`config.mk`:
```
export PLATFORM = sky130hd
export DESIGN_NAME = freq_window_monitor_flat
export DESIGN_NICKNAME = d
export VERILOG_FILES = /design/src/rtl/freq_window_monitor_if.sv /design/src/rtl/freq_window_monitor.sv /design/src/flat_wrapper.sv
export SDC_FILE = /design/constraint.sdc
export NUM_CORES = 1
export LEC_CHECK = 0
export CAP_MARGIN = 20
export CORE_UTILIZATION = 52
export DETAILED_ROUTE_END_ITERATION = 10
export HOLD_SLACK_MARGIN = 0.03
export PLACE_DENSITY = 0.8
export SLEW_MARGIN = 25
export SYNTH_ARGS = -nofsm -noshare
export SYNTH_HDL_FRONTEND = slang
export SYNTH_SLANG_ARGS = --single-unit
```
`constraint.sdc`:
```
create_clock -name clk -period 3.65 [get_ports clk]
set_input_delay 0.73 -clock clk [delete_from_list [all_inputs] [get_ports clk]]
set_output_delay 0.73 -clock clk [all_outputs]
set_load 0.005 [all_outputs]
```
`src/rtl/freq_window_monitor_if.sv`:
```
// intbus_interf: word-addressed internal register bus with one-cycle read latency
interface intbus_interf (input logic clk);
  logic [15:0] addr;
  logic        wr, rd;
  logic [31:0] wdata, rdata;
  logic        rvalid;
  modport master (input clk, rdata, rvalid, output addr, wr, rd, wdata);
  modport slave (input addr, wr, rd, wdata, output rdata, rvalid);
endinterface

```
`src/rtl/freq_window_monitor.sv`:
```
// freq_window_monitor: per-channel [LO,HI] frequency window checker with debounce, sticky alarms and irq
module freq_window_monitor #(
  parameter int BASEADDR    = 0,
  parameter int CHANNELS    = 1,
  parameter int DATA_W      = 24,
  parameter int FAIL_CNT    = 3,
  parameter int OK_CNT      = 3,
  parameter int TIMEOUT_CYC = 2**24
) (
  input  logic                      clk,
  input  logic                      resetn,
  intbus_interf.slave               bus,
  input  logic                      meas_valid,
  input  logic [$clog2(CHANNELS):0] meas_chan,
  input  logic [DATA_W-1:0]         meas_data,
  output logic                      irq
);
  localparam int CW = $clog2(CHANNELS) + 1;
  localparam int TW = $clog2(TIMEOUT_CYC);
  localparam int NREG = 5 + 2 * CHANNELS;
  localparam logic [15:0] BASE = 16'(BASEADDR);
  localparam logic [31:0] MASK = 32'h8000_0000 | ((32'h1 << CHANNELS) - 32'h1);
  localparam logic [31:0] ID = 32'((5 + 2 * CHANNELS) << 16) | 32'h1C41;

  typedef enum logic [1:0] {IDLE, OK, FAIL} state_t;

  logic [23:0]         lo [CHANNELS];
  logic [23:0]         hi [CHANNELS];
  logic [23:0]         d;
  logic [CHANNELS-1:0] fail_v, enter;
  logic [TW-1:0]       scnt;
  logic                stale, stale_hit, stale_set, mapped, wr_en;
  logic [15:0]         off;
  logic [31:0]         alarm, irq_en, status, w1c, set_v, rd_val;

  assign d         = 24'(meas_data);
  assign off       = bus.addr - BASE;
  assign mapped    = bus.addr >= BASE && off < 16'(NREG);
  assign wr_en     = bus.wr && mapped;
  assign w1c       = wr_en && off == 16'd3 ? bus.wdata : '0;
  assign stale_hit = scnt == TW'(TIMEOUT_CYC - 1);
  assign stale_set = !meas_valid && stale_hit && !stale;
  assign status    = {stale, 31'(fail_v)};
  assign set_v     = {stale_set, 31'(enter)};

  for (genvar c = 0; c < CHANNELS; c++) begin : g_ch
    state_t     st;
    logic [3:0] dcnt, inc;
    logic       in_win, hit;
    assign in_win     = lo[c] <= d && d <= hi[c];
    assign hit        = meas_valid && meas_chan == CW'(c);
    assign inc        = dcnt == 4'd15 ? 4'd15 : dcnt + 4'd1;
    assign enter[c]   = hit && st != FAIL && !in_win && inc == 4'(FAIL_CNT);
    assign fail_v[c]  = st == FAIL;
    always_ff @(posedge clk) begin
      if (!resetn) begin
        st   <= IDLE;
        dcnt <= '0;
      end else if (hit) begin
        if (st == FAIL) begin
          st   <= in_win && inc == 4'(OK_CNT) ? OK : FAIL;
          dcnt <= in_win && inc != 4'(OK_CNT) ? inc : 4'd0;
        end else if (in_win) begin
          st   <= OK;
          dcnt <= '0;
        end else begin
          st   <= enter[c] ? FAIL : st;
          dcnt <= enter[c] ? 4'd0 : inc;
        end
      end
    end
  end

  always_comb begin
    rd_val = off == 16'd0 ? ID : off == 16'd1 ? 32'(CHANNELS) : off == 16'd2 ? status :
             off == 16'd3 ? alarm : off == 16'd4 ? irq_en : '0;
    for (int i = 0; i < CHANNELS; i++) begin
      if (off == 16'(5 + 2 * i)) rd_val = 32'(lo[i]);
      if (off == 16'(6 + 2 * i)) rd_val = 32'(hi[i]);
    end
  end

  // alarm sets take priority over a coincident W1C of the same bit
  always_ff @(posedge clk) begin
    if (!resetn) begin
      scnt       <= '0;
      stale      <= 1'b0;
      alarm      <= '0;
      irq_en     <= '0;
      irq        <= 1'b0;
      bus.rdata  <= '0;
      bus.rvalid <= 1'b0;
      for (int i = 0; i < CHANNELS; i++) begin
        lo[i] <= '0;
        hi[i] <= '1;
      end
    end else begin
      scnt       <= meas_valid ? '0 : stale_hit ? scnt : scnt + 1'b1;
      stale      <= meas_valid ? 1'b0 : stale | stale_hit;
      alarm      <= ((alarm & ~w1c) | set_v) & MASK;
      irq_en     <= wr_en && off == 16'd4 ? bus.wdata & MASK : irq_en;
      irq        <= |(alarm & irq_en);
      bus.rvalid <= bus.rd && mapped;
      bus.rdata  <= bus.rd && mapped ? rd_val : '0;
      for (int i = 0; i < CHANNELS; i++) begin
        if (wr_en && off == 16'(5 + 2 * i)) lo[i] <= bus.wdata[23:0];
        if (wr_en && off == 16'(6 + 2 * i)) hi[i] <= bus.wdata[23:0];
      end
    end
  end
endmodule

```
`src/flat_wrapper.sv`:
```
// flat-port wrapper written by rule: the top's interface ports become plain ports
module freq_window_monitor_flat 
#(
  parameter int BASEADDR    = 0,
  parameter int CHANNELS    = 1,
  parameter int DATA_W      = 24,
  parameter int FAIL_CNT    = 3,
  parameter int OK_CNT      = 3,
  parameter int TIMEOUT_CYC = 2**24
)
  (clk, resetn, meas_valid, meas_chan, meas_data, irq, bus_addr, bus_wr, bus_rd, bus_wdata, bus_rdata, bus_rvalid);
  intbus_interf bus_i (.clk(clk));
  input  logic clk;
  input  logic resetn;
  input  logic meas_valid;
  input  logic [$clog2(CHANNELS):0] meas_chan;
  input  logic [DATA_W-1:0] meas_data;
  output logic irq;
  input wire logic [$bits(bus_i.addr)-1:0] bus_addr;
  input wire logic [$bits(bus_i.wr)-1:0] bus_wr;
  input wire logic [$bits(bus_i.rd)-1:0] bus_rd;
  input wire logic [$bits(bus_i.wdata)-1:0] bus_wdata;
  output wire logic [$bits(bus_i.rdata)-1:0] bus_rdata;
  output wire logic [$bits(bus_i.rvalid)-1:0] bus_rvalid;
  assign bus_i.addr = bus_addr;
  assign bus_i.wr = bus_wr;
  assign bus_i.rd = bus_rd;
  assign bus_i.wdata = bus_wdata;
  assign bus_rdata = bus_i.rdata;
  assign bus_rvalid = bus_i.rvalid;
  freq_window_monitor #(.BASEADDR(BASEADDR), .CHANNELS(CHANNELS), .DATA_W(DATA_W), .FAIL_CNT(FAIL_CNT), .OK_CNT(OK_CNT), .TIMEOUT_CYC(TIMEOUT_CYC)) u_core (.clk(clk), .resetn(resetn), .bus(bus_i), .meas_valid(meas_valid), .meas_chan(meas_chan), .meas_data(meas_data), .irq(irq));
endmodule
```
# [After elaboration in Yosys (flattened, before gate mapping)]
# Memory sizes are Yosys's and may differ from the RTL's.
# Cells that the tools add are included.
[totals] mem_bits_rw=48 mem_count=2 regBits=99 elab_cells=97 out_inout_bits=34
[memory_table] memory="u_core.hi" depth=1 width=24 read_ports=1 rd_ports_with_merged_regs=0 write_ports=1 line_no="freq_window_monitor.sv:28" source="logic [23:0] hi [CHANNELS];"
[memory_table] memory="u_core.lo" depth=1 width=24 read_ports=1 rd_ports_with_merged_regs=0 write_ports=1 line_no="freq_window_monitor.sv:27" source="logic [23:0] lo [CHANNELS];"
[classes] n_eq_ne=12 addsub=2 bitwise_logic=8 n_mux=28 n_lt_le_gt_ge=4 n_reduce_logical=29
[op_table] operator="24-bit 2-to-1 mux" count=6
[op_table] operator="32-bit 2-to-1 mux" count=4
[op_table] operator="32-bit AND" count=2
[op_table] operator="16-bit by 3-bit equality test with 1-bit output, second input constant" count=3
[op_table] operator="24-bit less-or-equal comparator" count=2
[op_table] operator="24-bit OR reduction" count=2
[op_table] operator="16-bit by 2-bit equality test with 1-bit output, second input constant" count=2
[op_table] operator="32-bit inverter" count=1
[op_table] operator="32-bit bitwise OR" count=1
[op_table] operator="32-bit OR reduction" count=1
[op_table] operator="24-bit by 1-bit adder with 24-bit output, second input constant" count=1
[op_table] operator="24-bit equality test, second input constant" count=1
[op_table] operator="4-bit 2-to-1 mux" count=5
[op_table] operator="16-bit by 1-bit equality test with 1-bit output, second input constant" count=1
[op_table] operator="16-bit by 1-bit greater-or-equal comparator with 1-bit output, second input constant" count=1
[op_table] operator="1-bit logical AND" count=16
[op_table] operator="16-bit zero test" count=1
[op_table] operator="16-bit by 3-bit less-than comparator with 1-bit output, second input constant" count=1
[op_table] operator="1-bit 2-to-1 mux" count=9
[op_table] operator="2-bit 2-to-1 mux" count=4
[op_table] operator="7-bit OR reduction" count=1
[op_table] operator="6-bit OR reduction" count=1
[op_table] operator="4-bit by 1-bit adder with 4-bit output, second input constant" count=1
[op_table] operator="4-bit by 2-bit equality test with 1-bit output, second input constant" count=1
[op_table] operator="other kinds (10)" count=15

# [Depth between registers and ports, before layout]
[depth] ltp_word=9 depth_mapped=10

# [Least setup slack after synthesis]
# Ideal clock, no wire load.
[synth_path] kind="input port to flip-flop" startpoint="in bus_addr[9]" endpoint="mem u_core.lo[0][0], enable pin" stages=6 required_ps=3269 arrival_ps=2557 n_path_buf=1 path_slack_ps=712 path_cell_list="nor4_1 -> nand4_1 -> nor3_2 -> clkbuf_1 -> nand2_1 -> nand2_1"
[synth_via] elab_chain_len=9 word_cells_on_any_way=11 cone_classes="2 x order compare; 1 x eq/ne; 4 x mux; 4 x reduce/logical"
[synth_rtl] item="start: declaration" line_no="flat_wrapper.sv:19" source="input wire logic [$bits(bus_i.addr)-1:0] bus_addr;"
[synth_rtl] item="16-bit by 1-bit greater-or-equal comparator with 1-bit output / 16-bit by 3-bit less-than comparator with 1-bit output (equally long branches)" line_no="freq_window_monitor.sv:38" source="assign mapped = bus.addr >= BASE && off < 16'(NREG);"
[synth_rtl] item="1-bit logical AND" line_no="freq_window_monitor.sv:38"
[synth_rtl] item="1-bit logical AND" line_no="freq_window_monitor.sv:39" source="assign wr_en = bus.wr && mapped;"
[synth_rtl] item="1-bit logical AND *" line_no="freq_window_monitor.sv:106" source="if (wr_en && off == 16'(5 + 2 * i)) lo[i] <= bus.wdata[23:0];"
[synth_rtl] item="1-bit 2-to-1 mux *" line_no="freq_window_monitor.sv:106"
[synth_rtl] item="1-bit 2-to-1 mux *" line_no="freq_window_monitor.sv:85" source="if (!resetn) begin"
[synth_rtl] item="1-bit 2-to-1 mux (implied by the code) *" line_no="freq_window_monitor.sv:106"
[synth_rtl] item="24-bit OR reduction (no source line)"
[synth_rtl] item="1-bit 2-to-1 mux (no source line) *"
[synth_rtl] item="end: declaration" line_no="freq_window_monitor.sv:27"
# Mark *: on every way between the ends. The rest lies on a longest branch, timed or not.

# [Final worst setup path]
[layout_path] startpoint="in meas_data[21]" endpoint="reg u_core.g_ch[0].dcnt[1]"
[layout_via] elab_chain_len=8 word_cells_on_any_way=11 cone_classes="2 x order compare; 4 x mux; 5 x reduce/logical"
[layout_rtl] item="start: declaration" line_no="flat_wrapper.sv:17" source="input logic [DATA_W-1:0] meas_data;"
[layout_rtl] item="24-bit less-or-equal comparator" line_no="freq_window_monitor.sv:50" source="assign in_win = lo[c] <= d && d <= hi[c];"
[layout_rtl] item="1-bit logical AND *" line_no="freq_window_monitor.sv:50"
[layout_rtl] item="1-bit zero test" line_no="freq_window_monitor.sv:53" source="assign enter[c] = hit && st != FAIL && !in_win && inc == 4'(FAIL_CNT);"
[layout_rtl] item="1-bit logical AND (2 in series)" line_no="freq_window_monitor.sv:53"
[layout_rtl] item="4-bit 2-to-1 mux" line_no="freq_window_monitor.sv:68" source="dcnt <= enter[c] ? 4'd0 : inc;"
[layout_rtl] item="4-bit 2-to-1 mux" line_no="freq_window_monitor.sv:63" source="end else if (in_win) begin"
[layout_rtl] item="4-bit 2-to-1 mux *" line_no="freq_window_monitor.sv:60" source="if (st == FAIL) begin"
[layout_rtl] item="end signal: assignment" line_no="freq_window_monitor.sv:62" source="dcnt <= in_win && inc != 4'(OK_CNT) ? inc : 4'd0;"
[layout_rtl] item="end signal: assignment" line_no="freq_window_monitor.sv:68"
[layout_rtl] item="end: declaration" line_no="freq_window_monitor.sv:48" source="logic [3:0] dcnt, inc;"
# Marks and branches as above.
# A chain may end at the register's enable or synchronous reset.

==> summary.txt <==
Pwr
  • Internal: 1.70 mW
  • Logic pwr share: 12.1%
  • Seq pwr share: 58.7%
  • Clock power frac: 29.2%
  • Worst ir drop on vdd: 0.290 mV
  • Static Leakage: 2.68 nW
  • Total power divided by cell area: 322 nW/um2
  • Sw Ratio: 25.0%
  • Switching pwr: 0.567 mW

Routing
  • Pre-antenna DRT Iters: 5
  • Vias/cell: 5.54
  • Post-route DRC: 0
  • DRT antenna net count: 0
  • Vias: 4,602
  • WL/cell: 15.1 um
  • Final WL: 12,600 um
  • Number of DRC markers in iteration 0: 213

Die
  • Die span in y: 107 um
  • Horiz. Die Dim: 107 um
  • Core area: 10,800 um2
  • Initial Util: 53.4%
  • # IOs: 112
  • Die ar.: 11,600 um2
  • Row Count: 38

Worst setup path
  • Reg2reg start: u_core.hi[0][23]
  • Most common cell on crit path: nand4_1
  • CP startpoint kind: input pin
  • Crit path largest cell delay: 0.51 ns
  • Worst path required time: 3.91 ns
  • Worst EP arrival: 3.44 ns
  • Top delay family on crit path: simple AND/OR/NAND/NOR gates
  • Peak fanout along the critical path: 5
  • Max stage delay cell, worst path: clkdlybuf4s50_1
  • Critical path, cell by cell: clkdlybuf4s50_1, inv_1, ha_1, nand4_1, nor4_2, nand4_1, nor3_1, o22ai_4, xnor2_1, o31ai_1
  • Critical path type: input pin to flop
  • Crit path capture type: flop
  • Reg-to-Reg End: u_core.g_ch[0].dcnt[1]
  • WP depth: 10
  • R2R setup slack: 0.89 ns
  • Reg2Reg Depth: 9
  • Critical Path Sink: u_core.g_ch[0].dcnt[1]
  • Crit path launch: meas_data[21]
  • CP Buf/Inv Count: 2

Global route
  • GRT Residual Overflow: 0
  • Global-route wire length before repair: 20,200 um
  • Vias in the first global route: 4,422
  • Pin count of the biggest net entering global routing: 26
  • GRT Util Overall: 22.7%
  • Initial antenna violation count: 0

CTS
  • # resized after CTS: 0
  • CTS tree: done
  • Max Buffers Root-to-Sink: 2
  • TritonCTS Sinks: 110
  • Skew-Pair Late Insertion Delay: 0.38 ns
  • H-tree depth: 3
  • CTS Hold Bufs: 0
  • CTS clk-pin slew, worst paths: 0.10 ns
  • Clock Tree Root: clkbuf_8
  • Postcts setup bufs: 0
  • Inserted Clock Buffers: 9

Timing
  • Worst slew margin: 34.5%
  • Final min period: 3.18 ns
  • Fin crit share: 87.0%
  • Max Slew Vio Count: 0
  • Final clock skew: 0.00756 ns
  • Final Hold Fails: 0
  • Setup ws final: 0.474 ns
  • Worst-Margin Slew: 0.983 ns
  • Peak Freq: 0.315 GHz
  • Final setup fails: 0
  • RSZ-0062 raised after global routing: no
  • Fin Setup TNS: 0 ns

Layout
  • Antenna diodes: 0
  • Area growth from synthesis to layout: 21.8%
  • Commonest non-fill, non-tap cell in the layout: clkdlybuf4s50_1
  • Most frequent cells in the layout: 97 x clkdlybuf4s50_1, 62 x dfxtp_1, 54 x inv_1
  • Fin nets: 814
  • Cell area after layout: 7050 um2
  • Fill cells: 857
  • Layout cells sized above 1: 4.78%

Synth
  • Post-synthesis cell type count: 53
  • Mapped Area: 5790 um2
  • Yosys Warn Count: 0
  • Post-synth EDFFs: 48
  • Syn Area/Cell: 9.79 um2
  • Post-synthesis sequential area ratio: 46.4%
  • Cells after synthesis: 591
  • Async SR Flop Fraction: 0%
  • Synth Flop Type: dfxtp_1
  • Flop and latch count out of synthesis: 110

Flow run
  • MaxCap Viol Count: 0

Min path
  • HP Class: flop to flop

Placed design
  • Detailed Place HPWL: 9130 um
  • DP Worst Slack: 0.135 ns
  • GPL Wtd Cong: 0.866
  • Placement Cell Area: 6880 um2
  • Port Buffer Count: 97

Outcome
  • Status: completed
==> power groups by stage <==
stage	Sequential, mW	Clock [mW]	Combinational (mW)
2_1_floorplan	1.35	0	0.149
3_3_place_gp	1.36	0	0.261
3_5_place_dp	1.36	0	0.271
4_1_cts	1.33	0.678	0.274
5_1_grt	1.34	0.719	0.306
6_report	1.33	0.663	0.275
==> layout make-up <==
| type | count | area, um2 | area share, % |
|---|---|---|---|
| multi-input cells | 404 | 2780 | 39.4 |
| flip-flops and latches | 110 | 2680 | 38.1 |
| repair buffers | 107 | 1050 | 14.8 |
| inverters | 54 | 203 | 2.88 |
| well taps | 140 | 175 | 2.49 |
| clock buffers | 11 | 131 | 1.86 |
| clock inverters | 5 | 33.8 | 0.479 |
==> worst reg2reg max path: stages, from the launching register on <==
cell	delay (ns)
edfxtp_1	0.36
inv_1	0.05
ha_1	0.31
nand4_1	0.17
nor4_1	0.49
nand4_1	0.27
nor3_1	0.37
o22ai_4	0.17
xnor2_1	0.33
o31ai_1	0.13
==> flip-flops by register name (all words and copies together) (netlist names) <==
name / cells
u_core.irq: 1
u_core.alarm: 2
u_core.g_ch.st: 2
u_core.bus.rvalid: 1
u_core.scnt: 24
u_core.hi: 24
u_core.bus.rdata: 25
u_core.g_ch.dcnt: 4
u_core.stale: 1
u_core.irq_en: 2
u_core.lo: 24
==> how the worst min path moves through the flow <==
stage                 start           end  cells after the start
3_3_place_gp   u_core.stale  u_core.stale                      2
5_1_grt        u_core.stale  u_core.stale                      2
6_report       u_core.stale  u_core.stale                      2
2_1_floorplan  u_core.stale  u_core.stale                      2
3_5_place_dp   u_core.stale  u_core.stale                      2
4_1_cts        u_core.stale  u_core.stale                      2
==> Yosys cell counts, types with 3 or more instances <==
cell	instances	share of area (%)
or3_1	4	0.43
xnor2_1	7	1.1
nand3_1	20	1.7
and3_1	4	0.43
ha_1	50	11
nand2_1	31	2.0
a21o_1	5	0.65
inv_1	54	3.5
nand4_1	18	1.9
and2_1	28	3.0
or2_1	24	2.6
dfxtp_1	62	21
nor2b_1	10	1.1
nor2_1	51	3.3
buf_2	6	0.52
a22oi_1	17	2.2
clkbuf_1	14	0.91
nor3_1	8	0.69
a211oi_1	10	1.3
xor2_1	14	2.1
mux2i_1	6	1.0
nor4_1	3	0.32
a21oi_1	36	3.1
buf_4	8	1.0
edfxtp_1	48	25
o21ai_0	14	1.2
nand2b_1	3	0.32
==> stage by stage <==
step	util, %	std cells	power (mW)	hold WS [ns]
global route	65.0	831	2.36	0.514
global placement	63.5	815	1.62	0.456
floorplan	-	597	1.50	0.438
finish	65.0	831	2.27	0.482
detailed placement	63.5	815	1.63	0.468
CTS	65.0	831	2.28	0.483
==> cells by family (layout without fill, tap and decap cells) <==
family / count (synthesis) / after routing / share of synthesized area (%)
other: 1 / 7 / 0.0648
buffers and inverters: 83 / 177 / 6.03
flip-flops: 110 / 110 / 46.4
AO/OA/AOI/OAI: 104 / 104 / 12.4
multiplexers: 6 / 6 / 1.04
AND/OR/NAND/NOR: 216 / 216 / 20.1
XOR/XNOR: 21 / 21 / 3.18
adder cells (fa/ha/maj): 50 / 50 / 10.8
==> metal layers <==
layer | global-route usage [%] | wire length (um) | up-vias
met5 | 0 | 0 | -
met4 | 7.34 | 229 | 0
met3 | 6.42 | 821 | 18
met2 | 40.1 | 6250 | 138
met1 | 26.3 | 5260 | 2200
li1 | - | - | 2246
No activity file was read; power rests on OpenSTA's default activity.
